### config.mk
export PLATFORM = sky130hd
export DESIGN_NAME = traffic_ctrl_param
export DESIGN_NICKNAME = d
export VERILOG_FILES = /design/src/rtl/traffic_ctrl_param.sv
export SDC_FILE = /design/constraint.sdc
export NUM_CORES = 1
export LEC_CHECK = 0
export CAP_MARGIN = 20
export CORE_ASPECT_RATIO = 1.4
export CORE_UTILIZATION = 45
export DETAILED_ROUTE_END_ITERATION = 12
export PLACE_DENSITY = 0.62
export SLEW_MARGIN = 30
export SYNTH_ARGS = -nofsm -noshare
export SYNTH_HDL_FRONTEND = slang
export SYNTH_SLANG_ARGS = --single-unit
### constraint.sdc
create_clock -name clk -period 8.5 [get_ports clk]
set_clock_uncertainty 0.15 [all_clocks]
set_input_delay 1.7 -clock clk [delete_from_list [all_inputs] [get_ports clk]]
set_output_delay 1.7 -clock clk [all_outputs]
set_load 0.1 [all_outputs]
### src/rtl/traffic_ctrl_param.sv
// -----------------------------------------------------------------------------
// traffic_ctrl_param
//
// Two-way traffic-light controller. An internal prescaler divides clk down to
// a countdown tick. The phase sequence G1 -> Y1 -> AR1 -> G2 -> Y2 -> AR2 -> G1
// includes an all-red clearance interval. Each direction shows a two-digit BCD
// countdown on active-low 7-segment displays. A hold input freezes the whole
// sequence.
//
// Optional feature, enabled by defining NIGHT_MODE_EN:
//   Adds the night input and a NIGHT phase in which both yellow lamps blink
//   and both displays are blank.
//
// Ports
//   clk            system clock
//   reset          synchronous, active-high reset (priority over hold/night)
//   hold           1 = freeze prescaler, phase and countdown
//   night          night-mode request (NIGHT_MODE_EN builds only)
//   xanh_1/2       green lamp, direction 1/2
//   vang_1/2       yellow lamp, direction 1/2
//   do_1/2         red lamp, direction 1/2
//   display_seg1/2 {tens[6:0], ones[6:0]}, active low; tens blank when zero
//   tick           one-cycle prescaler pulse
//
// Lamps and displays are a pure decode of the registered phase/pcnt. They
// change on the same edge as the state.
// -----------------------------------------------------------------------------
module traffic_ctrl_param #(
   parameter int unsigned CLK_HZ   = 125_000_000,
   parameter int unsigned TICK_HZ  = 1,
   parameter int unsigned GREEN_S  = 7,
   parameter int unsigned YELLOW_S = 3,
   parameter int unsigned ALLRED_S = 1
) (
   input  logic        clk,
   input  logic        reset,
   input  logic        hold,
`ifdef NIGHT_MODE_EN
   input  logic        night,
`endif
   output logic        xanh_1,
   output logic        vang_1,
   output logic        do_1,
   output logic        xanh_2,
   output logic        vang_2,
   output logic        do_2,
   output logic [13:0] display_seg1,
   output logic [13:0] display_seg2,
   output logic        tick
);

   // state    | meaning
   // ---------+-------------------------------------------
   // PH_G1    | direction 1 green, direction 2 red
   // PH_Y1    | direction 1 yellow, direction 2 red
   // PH_AR1   | all red, clearing before direction 2 green
   // PH_G2    | direction 2 green, direction 1 red (reset)
   // PH_Y2    | direction 2 yellow, direction 1 red
   // PH_AR2   | all red, clearing before direction 1 green
   // PH_NIGHT | both yellows blink on tick (NIGHT_MODE_EN)

   localparam int unsigned DIV = CLK_HZ / TICK_HZ;
   localparam int unsigned PW  = $clog2(DIV);

   localparam logic [PW-1:0] PRE_MAX = PW'(DIV - 1);

   localparam logic [6:0] DUR_G   = 7'(GREEN_S);
   localparam logic [6:0] DUR_Y   = 7'(YELLOW_S);
   localparam logic [6:0] DUR_AR  = 7'(ALLRED_S);
   // Offsets from pcnt to "ticks until my green starts" while red.
   localparam logic [6:0] OFS_YA  = 7'(YELLOW_S + ALLRED_S);
   localparam logic [6:0] OFS_GYA = 7'(GREEN_S + YELLOW_S + ALLRED_S);

   typedef enum logic [2:0] {
      PH_G1,
      PH_Y1,
      PH_AR1,
      PH_G2,
      PH_Y2,
      PH_AR2
`ifdef NIGHT_MODE_EN
      , PH_NIGHT
`endif
   } phase_t;

   phase_t        phase_q, phase_d;
   logic [6:0]    pcnt_q, pcnt_d;
   logic [PW-1:0] pre_q, pre_d;
   logic          hold_eff;
   logic          tick_w;
`ifdef NIGHT_MODE_EN
   logic          blink_q, blink_d;
`endif

   function automatic phase_t next_phase(input phase_t p);
      case (p)
         PH_G1:   return PH_Y1;
         PH_Y1:   return PH_AR1;
         PH_AR1:  return PH_G2;
         PH_G2:   return PH_Y2;
         PH_Y2:   return PH_AR2;
         default: return PH_G1;
      endcase
   endfunction

   function automatic logic [6:0] phase_dur(input phase_t p);
      case (p)
         PH_G1, PH_G2: return DUR_G;
         PH_Y1, PH_Y2: return DUR_Y;
         default:      return DUR_AR;
      endcase
   endfunction

   // Active-low segments, bit order {g,f,e,d,c,b,a}.
   function automatic logic [6:0] seg7(input logic [6:0] d);
      case (d)
         7'd0:    return 7'h40;
         7'd1:    return 7'h79;
         7'd2:    return 7'h24;
         7'd3:    return 7'h30;
         7'd4:    return 7'h19;
         7'd5:    return 7'h12;
         7'd6:    return 7'h02;
         7'd7:    return 7'h78;
         7'd8:    return 7'h00;
         7'd9:    return 7'h10;
         default: return 7'h7F;
      endcase
   endfunction

   function automatic logic [13:0] to_disp(input logic [6:0] v);
      logic [6:0] tens;
      logic [6:0] ones;
      tens = v / 7'd10;
      ones = v % 7'd10;
      return {(tens == 7'd0) ? 7'h7F : seg7(tens), seg7(ones)};
   endfunction

   // -------------------------------------------------------------------------
   // Next-state logic
   // -------------------------------------------------------------------------
   always_comb begin
      hold_eff = hold;
`ifdef NIGHT_MODE_EN
      // Hold has no effect while blinking; the prescaler keeps running.
      if (phase_q == PH_NIGHT) hold_eff = 1'b0;
`endif
      tick_w  = (pre_q == PRE_MAX) && !hold_eff;
      pre_d   = (hold_eff || (pre_q == PRE_MAX)) ? '0 : pre_q + PW'(1);
      phase_d = phase_q;
      pcnt_d  = pcnt_q;
`ifdef NIGHT_MODE_EN
      blink_d = blink_q;
`endif
      if (tick_w) begin
`ifdef NIGHT_MODE_EN
         if (night) begin
            if (phase_q == PH_NIGHT) begin
               blink_d = ~blink_q;
            end else begin
               phase_d = PH_NIGHT;
               blink_d = 1'b1;
            end
         end else if (phase_q == PH_NIGHT) begin
            phase_d = PH_AR2;
            pcnt_d  = DUR_AR;
         end else
`endif
         if (pcnt_q == 7'd1) begin
            phase_d = next_phase(phase_q);
            pcnt_d  = phase_dur(next_phase(phase_q));
         end else begin
            pcnt_d  = pcnt_q - 7'd1;
         end
      end
   end

   always_ff @(posedge clk) begin
      if (reset) begin
         phase_q <= PH_G2;
         pcnt_q  <= DUR_G;
         pre_q   <= '0;
`ifdef NIGHT_MODE_EN
         blink_q <= 1'b0;
`endif
      end else begin
         phase_q <= phase_d;
         pcnt_q  <= pcnt_d;
         pre_q   <= pre_d;
`ifdef NIGHT_MODE_EN
         blink_q <= blink_d;
`endif
      end
   end

   assign tick = tick_w;

   // -------------------------------------------------------------------------
   // Lamp and display decode
   // -------------------------------------------------------------------------
   logic [6:0] cd1, cd2;
   logic       blank;

   always_comb begin
      xanh_1 = 1'b0;
      vang_1 = 1'b0;
      do_1   = 1'b0;
      xanh_2 = 1'b0;
      vang_2 = 1'b0;
      do_2   = 1'b0;
      cd1    = pcnt_q;
      cd2    = pcnt_q;
      blank  = 1'b0;
      case (phase_q)
         PH_G1: begin
            xanh_1 = 1'b1;
            do_2   = 1'b1;
            cd2    = pcnt_q + OFS_YA;
         end
         PH_Y1: begin
            vang_1 = 1'b1;
            do_2   = 1'b1;
            cd2    = pcnt_q + DUR_AR;
         end
         PH_AR1: begin
            do_1   = 1'b1;
            do_2   = 1'b1;
            cd1    = pcnt_q + OFS_GYA;
         end
         PH_G2: begin
            do_1   = 1'b1;
            xanh_2 = 1'b1;
            cd1    = pcnt_q + OFS_YA;
         end
         PH_Y2: begin
            do_1   = 1'b1;
            vang_2 = 1'b1;
            cd1    = pcnt_q + DUR_AR;
         end
         PH_AR2: begin
            do_1   = 1'b1;
            do_2   = 1'b1;
            cd2    = pcnt_q + OFS_GYA;
         end
`ifdef NIGHT_MODE_EN
         PH_NIGHT: begin
            vang_1 = blink_q;
            vang_2 = blink_q;
            blank  = 1'b1;
         end
`endif
         default: begin
            do_1   = 1'b1;
            do_2   = 1'b1;
         end
      endcase
   end

   assign display_seg1 = blank ? 14'h3FFF : to_disp(cd1);
   assign display_seg2 = blank ? 14'h3FFF : to_disp(cd2);

endmodule

======== Yosys cells after proc, flatten, opt, wreduce, memory -nomap -nowiden ========
Memory sizes are Yosys's and may differ from the RTL's.
Cells that the tools add are included.
operators by class
  div/mod/pow operators ................... 4
  add/sub/neg operators ................... 5
  mux-type cells .......................... 19
  equality and inequality tests ........... 10
  reductions and logical operators ........ 17
operators by type and width
  operator                                                                 number
  7-bit two-way mux                                                        7
  7-bit case mux with 3 select lines                                       2
  27-bit by 1-bit adder with 27-bit output (second input constant)         1
  27-bit == test (second input constant)                                   1
  3-bit zero test                                                          6
  3-bit case mux with 5 select lines                                       1
  7-bit by 4-bit divider with 7-bit output (second input constant)         2
  7-bit zero test                                                          2
  7-bit by 4-bit remainder unit with 7-bit output (second input constant)  2
  2-bit OR reduction                                                       5
  3-bit by 2-bit == test with 1-bit output (second input constant)         3
  3-bit == test (second input constant)                                    3
  7-bit by 1-bit adder with 7-bit output (second input constant)           1
  7-bit by 3-bit adder with 7-bit output (second input constant)           1
  7-bit by 4-bit adder with 7-bit output (second input constant)           1
  7-bit by 1-bit == test with 1-bit output (second input constant)         1
  7-bit by 1-bit subtractor with 7-bit output (second input constant)      1
  3-bit by 1-bit == test with 1-bit output (second input constant)         2
  1-bit two-way mux                                                        6
  3-bit two-way mux                                                        2
  3-bit case mux with 2 select lines                                       1
  2-bit AND reduction                                                      1
  1-bit logical AND                                                        1
  1-bit zero test                                                          1
  1-bit logical OR                                                         1
storage, ports and cells
  logic and storage cells ................. 62
  memories ................................ 4
  memory bits (read-only) ................. 448
  register bits after elaboration ......... 37
memories
  memory           words  width  read ports  clocked after memory_dff  write ports  RTL line  source
  (no name shown)  16     7      1           0                         0            116       case (d)
  (no name shown)  16     7      1           0                         0            116
  (no name shown)  16     7      1           0                         0            116
  (no name shown)  16     7      1           0                         0            116

======== Longest topological paths before layout ========
Gate-level depths: netlist (run 1).
  depth after elaboration ................. 8
  mapped depth ............................ 30
  gate-level depth less buffers ........... 26

======== Worst setup path before layout (run 1) ========
Ideal clock, no wire load.
  path kind ............................... register -> output
  start point ............................. register phase_q[2]
  end point ............................... output port display_seg1[5]
  buffers on the path ..................... 4
  slack ................................... -1.267 ns
  required time ........................... 6.650 ns
  stages on the path, launching flop included .. 25
  arrival ................................. 7.917 ns
  path through ............................ dfxtp_1 buf_4 nor3b_4 nor3_1 a311o_2 buf_4 nand2_1 a21oi_1 o21ai_1 xnor2_1 ha_1 clkbuf_1 inv_1 a31oi_1 nor3_1 o31a_1 or4_1 buf_2 a211oi_1 or2_2 inv_1 ha_1 inv_1 nor2_1 o311ai_1
on the way
  cells in the longest elaborated chain, start to end .. 5
RTL lines
  item                                                                              RTL line  source
  from (decl)                                                                       86        phase_t phase_q, phase_d;
  from (signal assigned)                                                            187       phase_q <= phase_d;
  3-bit == test / 3-bit by 2-bit == test with 1-bit output (equally long branches)  214       case (phase_q)
  7-bit case mux with 3 select lines *                                              214
  7-bit by 4-bit remainder unit with 7-bit output *                                 135       ones = v % 7'd10;
  memory 16 x 7 bit / 3-bit zero test (equally long branches)                       -
  7-bit two-way mux *                                                               116
  to (decl)                                                                         47        output logic [13:0] display_seg1,
Mark *: on every way between the ends. The rest lies on a longest branch, timed or not.

======== Final worst setup path (run 1) ========
  start point ............................. register pcnt_q[2]
  end point ............................... output port display_seg1[3]
on the way
  cells in the longest elaborated chain, start to end .. 5
RTL lines
  item                                                            RTL line  source
  from (decl)                                                     87        logic [6:0] pcnt_q, pcnt_d;
  from (signal assigned)                                          188       pcnt_q <= pcnt_d;
  7-bit by 1-bit adder with 7-bit output (tied with other cells)  238       cd1 = pcnt_q + DUR_AR;
  7-bit case mux with 3 select lines *                            214
  7-bit by 4-bit remainder unit with 7-bit output *               135
  memory 16 x 7 bit / 3-bit zero test (equally long branches)     -
  7-bit two-way mux *                                             116
Marks and branches as above.

==> results of run 1 <==
through the flow:
stage                     worst slack (ns)  hold WS [ns]  instance area, sq um  total power, mW
after floorplan                     0.0278         0.276                  4960            0.181
final                                0.471         0.348                  5970            0.391
after global routing               0.00952         0.376                  5970            0.405
after global placement               0.381         0.293                  5690            0.183
after CTS                           0.0860         0.358                  5870            0.397
after detailed placement             0.265         0.305                  5690            0.183
registers in the layout, summed over array words and instances, names as in the netlist:
register,count
pcnt_q,7
phase_q,3
pre_q,27
what timing repair did:
action,in CTS,in global routing
pin swaps,0,2
cloned,0,0
endpoints found under the hold margin,0,0
setup endpoints to repair,2,26
gates resized for setup,1,13
setup buffers,0,5
cell usage in the layout (no fill, tap or decap), types with 5 or more instances in the layout:
cell type	count
sky130_fd_sc_hd__a21o_1	5
sky130_fd_sc_hd__nor4_1	11
sky130_fd_sc_hd__nand4_1	10
sky130_fd_sc_hd__or3_1	10
sky130_fd_sc_hd__clkbuf_16	5
sky130_fd_sc_hd__o31ai_1	7
sky130_fd_sc_hd__xnor2_1	24
sky130_fd_sc_hd__nor2_1	61
sky130_fd_sc_hd__xor2_1	12
sky130_fd_sc_hd__or2_2	9
sky130_fd_sc_hd__ha_1	31
sky130_fd_sc_hd__nor2b_1	5
sky130_fd_sc_hd__o21ai_1	8
sky130_fd_sc_hd__o211ai_1	14
sky130_fd_sc_hd__a21oi_1	50
sky130_fd_sc_hd__a211oi_1	6
sky130_fd_sc_hd__dfxtp_1	34
sky130_fd_sc_hd__nor3_1	24
sky130_fd_sc_hd__nand3_1	28
sky130_fd_sc_hd__and2_1	7
sky130_fd_sc_hd__o21ai_0	36
sky130_fd_sc_hd__clkdlybuf4s50_1	9
sky130_fd_sc_hd__inv_1	34
sky130_fd_sc_hd__nand2_1	53
sky130_fd_sc_hd__a211o_1	5
sky130_fd_sc_hd__buf_12	28
sky130_fd_sc_hd__o221ai_1	5
sky130_fd_sc_hd__a31oi_1	6
sky130_fd_sc_hd__mux2i_1	8
sky130_fd_sc_hd__buf_4	24
sky130_fd_sc_hd__nand2b_1	6
sky130_fd_sc_hd__and3_1	13
sky130_fd_sc_hd__o21a_1	8
worst max-delay path, cell delays in order (launching register included):
cell and delay [ns]:
sky130_fd_sc_hd__dfxtp_1 0.60, sky130_fd_sc_hd__ha_1 0.24, sky130_fd_sc_hd__and3_1 0.25, sky130_fd_sc_hd__a21oi_1 0.15, sky130_fd_sc_hd__o32ai_4 0.59, sky130_fd_sc_hd__nand2_2 0.19, sky130_fd_sc_hd__a21oi_1 0.23, sky130_fd_sc_hd__o21ai_2 0.17
sky130_fd_sc_hd__xnor2_1 0.28, sky130_fd_sc_hd__ha_2 0.24, sky130_fd_sc_hd__inv_1 0.10, sky130_fd_sc_hd__o31ai_4 0.28, sky130_fd_sc_hd__a2111oi_2 0.12, sky130_fd_sc_hd__a311o_1 0.32, sky130_fd_sc_hd__or4_1 0.65, sky130_fd_sc_hd__nand2_2 0.17
sky130_fd_sc_hd__a21oi_2 0.08, sky130_fd_sc_hd__or2_2 0.34, sky130_fd_sc_hd__ha_1 0.31, sky130_fd_sc_hd__mux2i_1 0.08, sky130_fd_sc_hd__o211ai_1 0.29, sky130_fd_sc_hd__buf_12 0.22
cells by family after synthesis:
| logic type | Yosys count | synth area share (%) |
|---|---|---|
| fa+ha+maj | 36 | 9.25 |
| buf+inv | 78 | 7.37 |
| flops | 37 | 15.3 |
| compound gates | 217 | 31.5 |
| mux | 9 | 1.89 |
| simple gates | 263 | 27.5 |
| xor+xnor | 38 | 7.19 |
power by group:
group | switching (mW) | total, mW | internal [mW] | leakage, nW
combinational | 0.00337 | 0.00498 | 0.00161 | 1.93
sequential | 0.000463 | 0.174 | 0.174 | 0.298
clock | 0.0652 | 0.212 | 0.146 | 0.0841
layer usage:
| metal | vias up | wire length (microns) | track usage (%) |
|---|---|---|---|
| met3 | 40 | 410 | 1.99 |
| met2 | 166 | 7360 | 45.3 |
| met5 | - | 0 | 0 |
| met1 | 2499 | 5470 | 27.1 |
| met4 | 0 | 499 | 9.90 |
| li1 | 2574 | - | - |
worst min path at each step:
| stage | from | endpoint | slack, ns | depth (start not counted) |
|---|---|---|---|---|
| after CTS | pre_q[0] | pre_q[0] | 0.36 | 1 |
| after global placement | pre_q[0] | pre_q[0] | 0.29 | 1 |
| after floorplan | pre_q[0] | pre_q[0] | 0.28 | 1 |
| final | pre_q[0] | pre_q[0] | 0.35 | 1 |
| after global routing | pre_q[0] | pre_q[0] | 0.38 | 1 |
| after detailed placement | pre_q[0] | pre_q[0] | 0.31 | 1 |
final cells by class:
class | count | area (sq um) | area share, %
multi-input combinational | 563 | 3910 | 65.5
timing repair buffer | 61 | 831 | 13.9
sequential | 37 | 744 | 12.5
tap | 138 | 173 | 2.89
clock buffer | 7 | 143 | 2.39
inverter | 38 | 143 | 2.39
clock inverter | 1 | 30.0 | 0.503
==> impl_metrics.tcl, run 1 <==
set metrics [dict create \
    antenna_found_initial 0 \
    grt_max_degree 30 \
    place_congestion 0.895 \
    net_count_of_the_mapped_netlist 716 \
    grt_first_pass_wirelength_mm 22.3 \
    via_count 5279 \
    io-pin-count 38 \
    reg2reg_from "pre_q[13]" \
    syn-instance-count 678 \
    rsz0062_at_grt "no" \
    regToRegEndpoint "pre_q[3]" \
    finalWirelength_mm 13.7 \
    worst_ir_drop_vdd_mv 0.116 \
    cap_viol_max_count 0 \
    core.rowCount 44 \
    antenna_left 0 \
    worstSetupStartpointType "register" \
    hold_class "reg -> reg" \
    ys_top_cells_by_count "63 x sky130_fd_sc_hd__nor2_1, 55 x sky130_fd_sc_hd__nand2_1, 53 x sky130_fd_sc_hd__a21oi_1" \
    period_needed_ns 8.03 \
    die_span_y_microns 125 \
    drc 0 \
    post-synth-top-area-fraction_pct 15.3 \
    initialDrtViolationCount 389 \
    wire_per_inst_microns 16.3 \
    synth_area_leaders "sky130_fd_sc_hd__dfxtp_1 15%, sky130_fd_sc_hd__ha_1 9.0%, sky130_fd_sc_hd__a21oi_1 5.5%" \
    nets 744 \
    synthesis.area_per_instance_sq_um 7.14 \
    least_margin_pin_slew_ns 0.977 \
    timing.critical_path.required_ns 6.65 \
    layout_worst_path_cycle_share_pct 94.5 \
    ctsHtreeMaxLevel 2 \
    critPathLaunch "pcnt_q[2]" \
    insertion_delay_ns 0.28 \
    timing.max_slew.rel_slack_pct 34.6 \
    cts.sink_count 37 \
    final_util_pct 57.4 \
    clock_tree.root_cell "sky130_fd_sc_hd__clkbuf_16" \
    detail_route.vias_per_cell 6.25 \
    fp.coreArea_sq_mm 0.0104 \
    post-dp-hpwl_mm 10.4 \
    mappedNetlistArea_sq_mm 0.00484 \
    placed_cells_incl_taps 832 \
    leakagePower_nw 2.31 \
    synth_edf_count 0 \
    totalNegativeSetupSlack_ns 0 \
    power.density_cell_area_mw_per_mm2 65.5 \
    ys_warn_count 0 \
    cts_hold_buffers 0 \
    placement.io_buffers 37 \
    sequential_cell_area_fraction_in_the_yosys_report_pct 15.3 \
    dr_pass1_iterations 5 \
    clock_transition_at_path_regs_ns 0.05 \
    fp.dieW_microns 89.7 \
    cts-root-to-sink-buffers 2 \
    setup.worst_path.end_class "primary output" \
    yosysMostFrequentCell "sky130_fd_sc_hd__nor2_1" \
    post_layout_nonfiller_instances 845 \
    regToRegSetupSlack_ns 6.02 \
    timing.reg2reg.worst_path_depth 5 \
    postSynth.topFlopCell "sky130_fd_sc_hd__dfxtp_1" \
    final-hold-violation-count 0 \
    setup.worst_path.class "reg -> out" \
    synth-seq-cells 37 \
    floorplan.initialDensity_pct 46.5 \
    cts_tree "yes" \
    final_slew_viol_count 0 \
    nFillCells 944 \
    design.die.area_sq_mm 0.0112 \
    setup.worst_path.end "display_seg1[3]" \
    run_status "finished, final reports clean" \
    drive_above_1_share_pct 16.4 \
    grt_pass1_vias 4968 \
    synth.largest_area_cell "sky130_fd_sc_hd__dfxtp_1" \
    critPathMaxFanout 13 \
    diodes 0 \
    areaGrowthSynthToFinish_pct 23.4 \
    async_reset_ff_share_pct 0 \
    setup_violations 0 \
    synth_cell_type_count 85 \
    grt-ovfl-total 0 \
    cp_arrival_ns 6.18 \
    total_clock_buffers_created_by_cts 5 \
    clock.fmax_mhz 125 \
    groute.usage.overall_pct 24.3 \
]
No activity file was read; power rests on OpenSTA's default activity.
==> inputs of run 2 (changes only) <==
--- a/config.mk
+++ b/config.mk
@@ -5,8 +5,8 @@
 export SDC_FILE = /design/constraint.sdc
 export NUM_CORES = 1
 export LEC_CHECK = 0
+export ABC_CLOCK_PERIOD_IN_PS = 8500
 export CAP_MARGIN = 20
-export CORE_ASPECT_RATIO = 1.4
 export CORE_UTILIZATION = 45
 export DETAILED_ROUTE_END_ITERATION = 12
 export PLACE_DENSITY = 0.62
==> run 2 against run 1 <==
Clock-buffer cell count unchanged. First-iteration DRC count up 21%. Sequential share of layout area up 0.21 points. Clock power down 26%. Total power down 14%. Global-route usage down 1.2 points. Utilization down 0.84 points. Design area down 1.8%. Die area about the same. Combinational power down 2%. Final cell count down 0.95%. Critical path type unchanged. Largest cell class unchanged.
==> impl_metrics.tcl, run 2 (same netlist as run 1, synthesis figures left out) <==
set metrics [dict create \
    dr_pass1_iterations 5 \
    clock.fmax_mhz 122 \
    run_status "finished, final reports clean" \
    io-pin-count 38 \
    design.die.area_sq_mm 0.0112 \
    cts.sink_count 37 \
    cell_family_contributing_the_most_delay_on_the_critical_path "compound AO/OA/AOI/OAI gates" \
    final_area_sq_mm 0.00586 \
    placement.cell_area_sq_mm 0.00567 \
    largest_register_ff_count 27 \
    setup.worst_path.end_class "primary output" \
    leakagePower_nw 2.26 \
    timing.critical_path.required_ns 6.65 \
    initialDrtViolationCount 470 \
    critPathMaxFanout 13 \
    worst_ir_drop_vdd_mv 0.105 \
    final_slew_viol_count 0 \
    drive_above_1_share_pct 15.4 \
    setup.worst_path.class "reg -> out" \
    max_flop_register "pre_q" \
    least_margin_pin_slew_ns 0.979 \
    period_needed_ns 8.21 \
    nFillCells 987 \
    grt_max_degree 27 \
    dp_slack_ns 0.347 \
    timing.max_slew.rel_slack_pct 34.6 \
    finalWirelength_mm 13.2 \
    antenna_left 0 \
    cp_slowest_stage_delay_ns 0.59 \
    fp.coreArea_sq_mm 0.0104 \
    final_util_pct 56.6 \
    cap_viol_max_count 0 \
    grt_first_pass_wirelength_mm 22.0 \
    totalNegativeSetupSlack_ns 0 \
    areaGrowthSynthToFinish_pct 21.1 \
    nets 738 \
    biggestRegsByFlops "pre_q (27), pcnt_q (7), phase_q (3)" \
    insertion_delay_ns 0.29 \
    hold_slack_ns 0.311 \
    power.density_cell_area_mw_per_mm2 57.1 \
    post-dp-hpwl_mm 9.83 \
    wire_per_inst_microns 15.8 \
    clock_transition_at_path_regs_ns 0.07 \
    cts-root-to-sink-buffers 2 \
    antenna_found_initial 0 \
    core.rowCount 37 \
    detail_route.vias_per_cell 6.31 \
    cp_arrival_ns 6.36 \
    total_clock_buffers_created_by_cts 5 \
    place_congestion 0.913 \
    setup_violations 0 \
    most-common-layout-cells "61 x sky130_fd_sc_hd__nor2_1, 53 x sky130_fd_sc_hd__nand2_1, 50 x sky130_fd_sc_hd__a21oi_1" \
    worstSetupStartpointType "register" \
    fp.dieW_microns 106 \
    critical_path.cell_chain "buf_4 -> inv_2 -> ha_1 -> nor2b_1 -> o21ai_0 -> a32oi_1 -> a311o_2 -> nand2_2 -> a21oi_1 -> o21ai_2 -> xnor2_1 -> ha_2 -> inv_1 -> a31oi_2 -> nor3_1 -> o31a_1 -> or4_1 -> nand2_2 -> a21oi_2 -> or2_2 -> ha_1 -> mux2i_1 -> o211ai_1 -> buf_12" \
    floorplan.initialDensity_pct 46.7 \
    post_layout_nonfiller_instances 837 \
    power_mw 0.335 \
    cts_tree "yes" \
    ctsHtreeMaxLevel 2 \
    diodes 0 \
    grt_pass1_vias 4838 \
    grt-ovfl-total 0 \
    layout_worst_path_cycle_share_pct 96.6 \
    via_count 5278 \
    drc 0 \
    placement.io_buffers 37 \
    groute.usage.overall_pct 23.1 \
    placed_cells_incl_taps 827 \
    setup_ws_ns 0.291 \
    critical_path_buf_inv_count 4 \
    die_span_y_microns 106 \
    final_common_cell "sky130_fd_sc_hd__nor2_1" \
    regToRegSetupSlack_ns 6.02 \
    final-hold-violation-count 0 \
    clock_tree.root_cell "sky130_fd_sc_hd__clkbuf_8" \
    hold_class "reg -> reg" \
    cpMaxStageDelayCell "sky130_fd_sc_hd__or4_1" \
]
## run 2: cell types whose count changed in the layout (fill, tap and decap cells not counted), sizes merged
cell and change:
buf -6
## run 2: path summary, 6_finish.rpt
kind                                 from         endpoint  cells past startpoint
worst max-delay path            pcnt_q[3]  display_seg1[3]                     24
worst min-delay path             pre_q[0]         pre_q[0]                      1
worst max register to register  pre_q[13]         pre_q[7]                      5
worst min register to register   pre_q[0]         pre_q[0]                      1
## run 2: final cells by class
| class | count | area [sq um] | area share [%] |
|---|---|---|---|
| Multi-Input combinational cell | 563 | 3910 | 66.6 |
| Timing Repair Buffer | 55 | 786 | 13.4 |
| Sequential cell | 37 | 743 | 12.7 |
| Tap cell | 136 | 170 | 2.90 |
| Inverter | 38 | 143 | 2.43 |
| Clock buffer | 7 | 86.3 | 1.47 |
| Clock inverter | 1 | 30.0 | 0.512 |
## run 2: report_power, final
part | internal, mW | leakage (nW) | total, mW | switching [mW]
registers | 0.174 | 0.297 | 0.174 | 0.000386
clock network | 0.0956 | 0.0585 | 0.156 | 0.0603
logic | 0.00154 | 1.90 | 0.00486 | 0.00332
## run 2: worst register-to-register path: cells and delay by family, from the launching register on
family | cells | cell delay, ns
flops | 1 | 0.37
simple gates | 5 | 1.81
## run 2: timing repair
item                                    CTS  global route
gates resized for setup                   1            11
hold buffers                              0             0
endpoints found under the setup margin    2            28
pin swaps                                 0             1
buffers inserted                          0             2
## run 2: per-layer routing
metal | track usage (%) | part of all wire [%] | routed length [microns] | vias to the layer above
met2 | 40.1 | 49 | 6430 | 187
met1 | 29.6 | 44 | 5860 | 2504
met5 | 0 | 0 | 0 | -
met3 | 2.16 | 4.6 | 613 | 32
li1 | - | - | - | 2555
met4 | 8.33 | 2.3 | 299 | 0
